$ cat config.mk
export PLATFORM = sky130hd
export DESIGN_NAME = mode_sequencer
export DESIGN_NICKNAME = d
export VERILOG_FILES = /design/src/rtl/mode_sequencer.sv
export SDC_FILE = /design/constraint.sdc
export NUM_CORES = 1
export LEC_CHECK = 0
export BUFFER_PORTS_ARGS = -buffer_cell sky130_fd_sc_hd__buf_2
export CAP_MARGIN = 20
export CORE_MARGIN = 1
export CORE_UTILIZATION = 30
export CTS_CLUSTER_DIAMETER = 30
export DETAILED_ROUTE_END_ITERATION = 10
export MAX_ROUTING_LAYER = met4
export PLACE_DENSITY_LB_ADDON = 0.3
export SLEW_MARGIN = 20
export SYNTH_ARGS = -nofsm -noshare
export SYNTH_HDL_FRONTEND = slang
export SYNTH_SLANG_ARGS = --single-unit
$ cat constraint.sdc
create_clock -name clk -period 1.5 [get_ports clk]
set_input_delay 0.075 -clock clk [delete_from_list [all_inputs] [get_ports clk]]
set_output_delay 0.075 -clock clk [all_outputs]
set_load 0.05 [all_outputs]
$ cat src/rtl/mode_sequencer.sv
// Top-level mode controller: steps through NUM_MODES modes on switch+L/R, saves and
// restores per-mode sub-FSM state, returns home after inactivity and freezes under a lock.
module mode_sequencer #(
  parameter int NUM_MODES    = 3,
  parameter int SUB_W        = 3,
  parameter int HOME_MODE    = 0,
  parameter int IDLE_TIMEOUT = 1000,
  parameter int RESUME_EN    = 1
) (
  input  logic                       clk,
  input  logic                       reset,
  input  logic                       mode_change_sw,
  input  logic [4:0]                 rise_button,
  input  logic                       lock_req,
  input  logic [SUB_W-1:0]           sub_state_in,
  output logic [$clog2(NUM_MODES)-1:0] mode,
  output logic [NUM_MODES-1:0]       mode_onehot,
  output logic                       mode_exit,
  output logic                       mode_enter,
  output logic [SUB_W-1:0]           restore_state,
  output logic                       locked,
  output logic                       busy
);

  localparam int MODE_W = $clog2(NUM_MODES);
  localparam int CNT_W  = (IDLE_TIMEOUT > 0) ? $clog2(IDLE_TIMEOUT + 1) : 1;

  localparam logic [MODE_W-1:0] HOME    = MODE_W'(HOME_MODE);
  localparam logic [MODE_W-1:0] LAST    = MODE_W'(NUM_MODES - 1);
  localparam logic [CNT_W-1:0]  CNT_MAX = CNT_W'(IDLE_TIMEOUT);

  typedef enum logic [1:0] {
    ST_RUN,
    ST_EXIT,
    ST_ENTER,
    ST_LOCK
  } state_t;

  state_t              state_q, state_d;
  logic [MODE_W-1:0]   mode_q, mode_d;
  logic [MODE_W-1:0]   target_q, target_d;
  logic [CNT_W-1:0]    cnt_q, cnt_d;
  logic [SUB_W-1:0]    ctx_q [NUM_MODES];
  logic [SUB_W-1:0]    ctx_d [NUM_MODES];
  logic [NUM_MODES-1:0] onehot_q, onehot_d;
  logic                exit_q, exit_d;
  logic                enter_q, enter_d;
  logic [SUB_W-1:0]    restore_q, restore_d;
  logic                locked_q, locked_d;
  logic                busy_q, busy_d;
  logic                timeout_hit;

  always_comb begin
    state_d   = state_q;
    mode_d    = mode_q;
    target_d  = target_q;
    cnt_d     = cnt_q;
    ctx_d     = ctx_q;
    restore_d = restore_q;

    timeout_hit = (IDLE_TIMEOUT != 0) && (cnt_q == CNT_MAX) && (mode_q != HOME);

    case (state_q)
      ST_RUN: begin
        cnt_d = (|rise_button) ? '0 : ((cnt_q == CNT_MAX) ? cnt_q : cnt_q + CNT_W'(1));
        if (lock_req) begin
          state_d = ST_LOCK;
        end else if (mode_change_sw && rise_button[2]) begin
          target_d = (mode_q == LAST) ? '0 : mode_q + MODE_W'(1);
          state_d  = ST_EXIT;
        end else if (mode_change_sw && rise_button[1]) begin
          target_d = (mode_q == '0) ? LAST : mode_q - MODE_W'(1);
          state_d  = ST_EXIT;
        end else if (timeout_hit) begin
          target_d = HOME;
          state_d  = ST_EXIT;
        end
      end
      ST_EXIT: begin
        cnt_d         = '0;
        ctx_d[mode_q] = sub_state_in;
        mode_d        = target_q;
        state_d       = ST_ENTER;
      end
      ST_ENTER: begin
        cnt_d   = '0;
        state_d = ST_RUN;
      end
      ST_LOCK: begin
        cnt_d = '0;
        if (!lock_req) state_d = ST_RUN;
      end
      default: begin
        state_d = ST_RUN;
      end
    endcase

    // The target never equals the outgoing mode, so ctx_q already holds the value to restore.
    if (state_d == ST_ENTER) begin
      restore_d = (RESUME_EN != 0) ? ctx_q[target_q] : '0;
    end

    exit_d   = (state_d == ST_EXIT);
    enter_d  = (state_d == ST_ENTER);
    locked_d = (state_d == ST_LOCK);
    busy_d   = (state_d == ST_EXIT) || (state_d == ST_ENTER);

    onehot_d         = '0;
    onehot_d[mode_d] = 1'b1;
  end

  always_ff @(posedge clk) begin
    if (reset) begin
      state_q   <= ST_RUN;
      mode_q    <= HOME;
      target_q  <= HOME;
      cnt_q     <= '0;
      ctx_q     <= '{default: '0};
      onehot_q  <= NUM_MODES'(1) << HOME_MODE;
      exit_q    <= 1'b0;
      enter_q   <= 1'b0;
      restore_q <= '0;
      locked_q  <= 1'b0;
      busy_q    <= 1'b0;
    end else begin
      state_q   <= state_d;
      mode_q    <= mode_d;
      target_q  <= target_d;
      cnt_q     <= cnt_d;
      ctx_q     <= ctx_d;
      onehot_q  <= onehot_d;
      exit_q    <= exit_d;
      enter_q   <= enter_d;
      restore_q <= restore_d;
      locked_q  <= locked_d;
      busy_q    <= busy_d;
    end
  end

  assign mode          = mode_q;
  assign mode_onehot   = onehot_q;
  assign mode_exit     = exit_q;
  assign mode_enter    = enter_q;
  assign restore_state = restore_q;
  assign locked        = locked_q;
  assign busy          = busy_q;

endmodule

## Word-level counts from Yosys, hierarchy flattened

Cells that the tools add are included.
Widths: inputs -> output; s select.

- Bits in registers: 35
- Input port bits: 12
- Output and inout bits: 12
- Logic and storage cells: 69

- Add/sub/neg operators: 3
- $lt $le $gt $ge: 5
- Equality and inequality tests: 9
- Muxes and demuxes: 23
- Bitwise operators: 3
- Reductions and logical operators: 13

Operator list:

| cell | count |
|---|---|
| $mux 2 | 11 |
| $mux 10 | 2 |
| $pmux 10 s2 | 1 |
| $add 10x1->10 const B | 1 |
| $eq 10x10->1 const B | 1 |
| $eq 2x2->1 const B | 5 |
| $bwmux 9 | 1 |
| $mux 3 | 3 |
| $pmux 2 s4 | 1 |
| $bmux 3 s2 | 1 |
| $demux 3 s2 | 1 |
| $ge 3x3->1 const B | 2 |
| $not 2->3 | 2 |
| $logic_and 1x1->1 | 5 |
| $reduce_or 5->1 | 1 |
| $eq 2x1->1 const B | 2 |
| $logic_not 2->1 | 2 |
| $lt 2x3->1 const B | 1 |
| $lt 3x1->1 const B | 1 |
| $ne 3x3->1 const B | 1 |
| $reduce_and 3->1 | 1 |
| $reduce_bool 3->1 | 1 |
| $reduce_or 3->1 | 1 |
| $add 2x1->2 const B | 1 |
| other kinds (7) | 7 |

## Depth between registers and ports, before layout

- Depth in word-level cells: 9
- Mapped depth: 7
- Gate-level depth less buffers: 7

## Worst setup path after synthesis

No wires, ideal clock.

- Kind: register -> register
- From: register mode_q[0] (netlist: mode[0])
- To: register busy_q (netlist: busy)
- Setup time: 66 ps
- Arrival time: 1,755 ps
- Required time: 1,434 ps
- Path slack: -321 ps
- Stages on the path, launching flop included: 8
- Buffers on the path: 0
- Period minus slack after synthesis: 1,821 ps
- Cells stage by stage: dfxtp_1 inv_1 ha_1 nor3_1 nand4_1 nand2_1 ha_1 nor2_1

- Longest elaborated chain between the ends: 9
- Elaborated cells on any way between the ends: 10
- Those cells by class: eq/ne: 2; mux: 5; reduce/logical: 3

Ends and longest elaborated chain:

| what | RTL line | text |
|---|---|---|
| from (decl) | 40 | `logic [MODE_W-1:0] mode_q, mode_d;` |
| from (signal assigned) | 127 | `mode_q <= mode_d;` |
| $reduce_bool 2->1 * | 61 | `timeout_hit = (IDLE_TIMEOUT != 0) && (cnt_q == CNT_MAX) && (mode_q != HOME);` |
| $logic_and 1x1->1 * | 61 |  |
| $mux 2 * | 74 | `end else if (timeout_hit) begin` |
| $mux 2 * | 71 | `end else if (mode_change_sw && rise_button[1]) begin` |
| $mux 2 * | 68 | `end else if (mode_change_sw && rise_button[2]) begin` |
| $mux 2 * | 66 | `if (lock_req) begin` |
| $pmux 2 s4 * | 63 | `case (state_q)` |
| $eq 2x1->1 / $eq 2x2->1 (equally long branches) | 106 | `busy_d = (state_d == ST_EXIT) \|\| (state_d == ST_ENTER);` |
| $logic_or 1x1->1 * | 106 |  |
| to (signal assigned) | 136 | `busy_q <= busy_d;` |
| to (decl) | 50 | `logic busy_q, busy_d;` |

Mark *: on every way between the ends. The rest lies on a longest branch, timed or not.
A chain may end at the register's enable or synchronous reset.

## Final worst setup path

- From: register cnt_q[0]
- To: register busy_q (netlist: busy)

- Longest elaborated chain between the ends: 9
- Elaborated cells on any way between the ends: 10
- Those cells by class: eq/ne: 3; mux: 5; reduce/logical: 2

Ends and longest elaborated chain:

| what | RTL line | text |
|---|---|---|
| from (decl) | 42 | `logic [CNT_W-1:0] cnt_q, cnt_d;` |
| from (signal assigned) | 129 | `cnt_q <= cnt_d;` |
| $eq 10x10->1 * | 61 |  |
| $logic_and 1x1->1 * | 61 |  |
| $mux 2 * | 74 |  |
| $mux 2 * | 71 |  |
| $mux 2 * | 68 |  |
| $mux 2 * | 66 |  |
| $pmux 2 s4 * | 63 |  |
| $eq 2x1->1 / $eq 2x2->1 (equally long branches) | 106 |  |
| $logic_or 1x1->1 * | 106 |  |

Marks and branches as above.

==> flow_summary.rst <==
.. list-table::
   :header-rows: 1

   * - Metric
     - Value
   * - Via count of the first global-routing pass
     - 1313
   * - Ratio of final minimum period to clock period
     - 0.9298
   * - Post-synthesis cell type with the largest combined area
     - sky130_fd_sc_hd__dfxtp_1
   * - Highest routing layer actually used
     - met3
   * - Number of vias per cell after detailed routing
     - around 4.8
   * - Most frequent cell after synthesis
     - sky130_fd_sc_hd__dfxtp_1
   * - Required time reported for the critical path endpoint
     - roughly 1.7 ns
   * - Final std cells w/o fill
     - between 200 and 300
   * - Most used DFF post-synth
     - sky130_fd_sc_hd__dfxtp_1
   * - # H-tree levels
     - 2
   * - Gr ovfl total
     - 0
   * - Routability congestion estimate
     - around 0.8
   * - Leading post-synthesis cells by instance count
     - sky130_fd_sc_hd__dfxtp_1 (35), sky130_fd_sc_hd__a21oi_1 (18), sky130_fd_sc_hd__nand3_1 (18)
   * - Post-synthesis cell type count
     - 40
   * - Total power after layout
     - 2092 uW
   * - Max-slew headroom
     - 0.7694
   * - Combinational fraction of design power
     - 0.138
   * - Placeable core region
     - roughly 5200 um2
   * - Cell area reported after detailed placement
     - 1917 um2
   * - HPWL Detailed
     - between 2 and 3 mm
   * - Number of nets in the finished design
     - about 240
   * - Skew-Pair Late Insertion Delay
     - just under 0.3 ns
   * - Clock-pin slew of the registers on the worst-case setup and hold paths
     - about 0.070 ns
   * - Category of the critical setup timing path
     - reg -> reg
   * - Final critical delay including setup and external delays
     - about 1.4 ns
   * - CP Capture Type
     - flop
   * - Finished Cell Area
     - around 2000 um2
   * - Detail Route Antenna Nets
     - 0
   * - Cell leakage power
     - 0.0007622 uW
   * - Vias post-DR
     - approximately 1.4k
   * - Synthesized netlist cell count
     - 186
   * - Chip width
     - 75.72 um
   * - Number of I/O port buffers
     - 23
   * - Max-Cap Viols
     - 0
   * - Power share of the sequential group
     - 0.474
   * - Register area share after synthesis
     - 0.4298
   * - Boundary pin count
     - 24
   * - Highest net fanout along the worst path
     - 4
   * - Met2 WL
     - around 1.7 mm
   * - Worst-margin pin slew
     - between 0.3 and 0.4 ns
   * - Number of synthesized register bits
     - 35
   * - Power density of the placed cells
     - slightly above 1000 nW/um2
   * - Mean instance size in the synthesized netlist
     - 8.765 um2
   * - Area share of the leading cell type in the synthesized netlist
     - 0.4298
   * - Unrepaired setup endpoints after global routing
     - true
   * - Pre-antenna DRT Iters
     - 4
   * - Initial antenna violation count
     - 0
   * - Post-detailed-routing wire length
     - 3.501 mm
   * - Worst slack, placed
     - 0.05186 ns
   * - Rows
     - 26
   * - Die footprint
     - 5734 um2
   * - Clock buffers created by TritonCTS
     - 5
   * - DRC violations left
     - 0
   * - Maximum number of buffers from clock root to sink
     - 2
   * - Switching Share
     - 0.2639
   * - Crit path DAT
     - 1.57 ns
   * - Growth of design area from synthesis to finish
     - 26.25%
   * - Sink Count
     - 35
   * - Path category of the worst min-delay check
     - in -> reg
   * - Die Span Y
     - ~76 um
   * - Detail Route met3 WL
     - approximately 120 um
   * - Filler Cells Inserted
     - between 500 and 600
   * - Internal power
     - about 1500 uW
   * - Ranking of synthesized cells by area
     - sky130_fd_sc_hd__dfxtp_1 (43%), sky130_fd_sc_hd__a21oi_1 (5.5%), sky130_fd_sc_hd__nand3_1 (5.5%), sky130_fd_sc_hd__ha_1 (5.4%), sky130_fd_sc_hd__mux2i_1 (4.3%)
   * - Total placed cells including tap cells
     - 285
   * - Result of the run
     - complete, no violations
   * - Number of nets in the synthesized netlist
     - between 200 and 250
   * - Max frequency
     - 717.0 MHz
   * - CTS tree
     - done
   * - Multiplexer fraction of the synthesized cell area
     - 0.04298
   * - Initial DRC count
     - 63
   * - Final setup vio count
     - 0
   * - Area fraction in compound gates after synthesis
     - 0.1320
   * - Number of failing hold endpoints at the final stage
     - 0
   * - Minimum setup slack in the final design
     - approximately 0.11 ns
   * - Xor/xnor cell area share of the yosys netlist
     - 0.01074
   * - Async set or reset register ratio after synthesis
     - 0
   * - Post-synth design cell area
     - about 1600 um2
   * - Share of post-route cells with drive strength above 1
     - 0.2691
   * - First-pass GRT wire length
     - approximately 5.9 mm
   * - Worst clock skew
     - approximately 0.0064 ns
   * - Post-Synth Adder-Cell Area
     - 0.05372
   * - Cell at the root of the clock tree
     - sky130_fd_sc_hd__clkbuf_8
   * - Part of the total power dissipated in the clock network
     - 0.389
   * - Number of enable-type register cells in the synthesized netlist
     - 0
   * - Maximum number of pins on one net before global-route repair
     - 27
   * - Post-synthesis simple-gate area fraction
     - 0.2886
   * - Dominant combinational cell family by area after synthesis
     - simple AND/OR/NAND/NOR gates
   * - Highest ir drop seen on vdd
     - about 0.00036 V
   * - Overall Global Routing Usage
     - 0.1420
   * - Number of warnings issued by yosys
     - 0
   * - Max-slew violation total from the final report
     - 0
   * - Worst hold slack
     - ~0.062 ns
   * - Detail-routed net length per standard cell
     - between 10 and 15 um
   * - Starting density of the core
     - 0.3152
   * - Reported net switching power
     - about 550 uW
   * - Number of antenna repair diodes
     - 0
   * - Met1 WL
     - ~1.7 mm
   * - Startpoint kind of the worst setup timing path
     - flop
==> sequential cells by signal (all words and copies together), names as in the netlist <==
register / cells
mode_onehot: 3
mode: 2
ctx_q: 9
target_q: 2
cnt_q: 10
state_q: 2
locked: 1
busy: 1
mode_exit: 1
mode_enter: 1
restore_state: 3
==> critical path, cell delays in order, from the launching register on <==
cell                       delay [ns]
sky130_fd_sc_hd__dfxtp_1         0.33
sky130_fd_sc_hd__inv_1           0.05
sky130_fd_sc_hd__ha_1            0.18
sky130_fd_sc_hd__and4bb_1        0.23
sky130_fd_sc_hd__nand4_1         0.12
sky130_fd_sc_hd__nand2_1         0.07
sky130_fd_sc_hd__ha_1            0.28
sky130_fd_sc_hd__nor2_1          0.03
==> metal layers <==
| metal | up-vias | track usage |
|---|---|---|
| li1 | 736 | - |
| met1 | 639 | 0.1793 |
| met2 | 24 | 0.2252 |
| met3 | 0 | 0.04497 |
| met4 | 0 | 0.02469 |
| met5 | - | - |
==> cells in the final DEF, fill, tap and decap left out, types with 2 or more instances in the layout <==
cell and instances:
sky130_fd_sc_hd__dfxtp_1 31, sky130_fd_sc_hd__buf_2 23, sky130_fd_sc_hd__a21oi_1 18, sky130_fd_sc_hd__nand3_1 18, sky130_fd_sc_hd__nand2_1 15, sky130_fd_sc_hd__buf_4 15
sky130_fd_sc_hd__nor2_1 12, sky130_fd_sc_hd__mux2i_1 7, sky130_fd_sc_hd__inv_1 6, sky130_fd_sc_hd__nor2b_1 6, sky130_fd_sc_hd__ha_1 6, sky130_fd_sc_hd__clkbuf_8 6
sky130_fd_sc_hd__nor3b_1 4, sky130_fd_sc_hd__nand4_1 3, sky130_fd_sc_hd__nand3b_1 3, sky130_fd_sc_hd__o21ai_0 3, sky130_fd_sc_hd__or3_1 3, sky130_fd_sc_hd__and4_1 2
sky130_fd_sc_hd__inv_2 2, sky130_fd_sc_hd__o21ai_1 2, sky130_fd_sc_hd__o22ai_1 2, sky130_fd_sc_hd__o31ai_1 2, sky130_fd_sc_hd__or4_1 2, sky130_fd_sc_hd__o221a_2 2
sky130_fd_sc_hd__nor3_1 2, sky130_fd_sc_hd__xor2_1 2, sky130_fd_sc_hd__dfxtp_4 2, sky130_fd_sc_hd__dfxtp_2 2
==> final timing paths <==
kind                    from        to  slack (ns)  cells past startpoint
max                 cnt_q[0]      busy        0.11                      7
min          sub_state_in[0]  ctx_q[0]        0.06                      3
min reg2reg         ctx_q[7]  ctx_q[7]        0.46                      2
max reg2reg         cnt_q[0]      busy        0.11                      7
==> stage by stage <==
stage / utilization / setup TNS (ns)
after floorplan: - / 0
after global placement: 0.3706 / 0
after detailed placement: 0.3706 / 0
after CTS: 0.3924 / 0
after global routing: 0.3979 / -0.02708
final: 0.3979 / 0
==> final cells by class <==
cell class / instances / area [um2] / area share
inverter: 8 / 30.03 / 0.01459
multi-input combinational: 134 / 889.6 / 0.4322
tap: 70 / 87.58 / 0.04255
timing repair buffer: 38 / 227.7 / 0.1106
clock buffer: 7 / 107.6 / 0.05228
sequential: 35 / 710.7 / 0.3453
clock inverter: 1 / 5.005 / 0.002432
==> power by group through the flow <==
stage / Combinational (uW) / Clock (uW) / Sequential, uW
after floorplan: 129 / 0 / 1070
after global placement: 281 / 0 / 1010
after detailed placement: 280 / 0 / 1010
after CTS: 281 / 840 / 989
after global routing: 319 / 885 / 997
final: 288 / 814 / 991
==> cells by family after synthesis <==
kind of cell | after synthesis
AO/OA/AOI/OAI | 35
XOR/XNOR | 2
adder cells (fa/ha/maj) | 7
buffers and inverters | 17
flip-flops | 35
multiplexers | 7
AND/OR/NAND/NOR | 83
==> repair_timing <==
item / 4_1_cts / 5_1_grt
endpoints found under the setup margin: 0 / 15
hold buffers: 0 / 0
setup buffers: 0 / 0
resized for setup: 0 / 8
(Power assumes the default switching activity.)
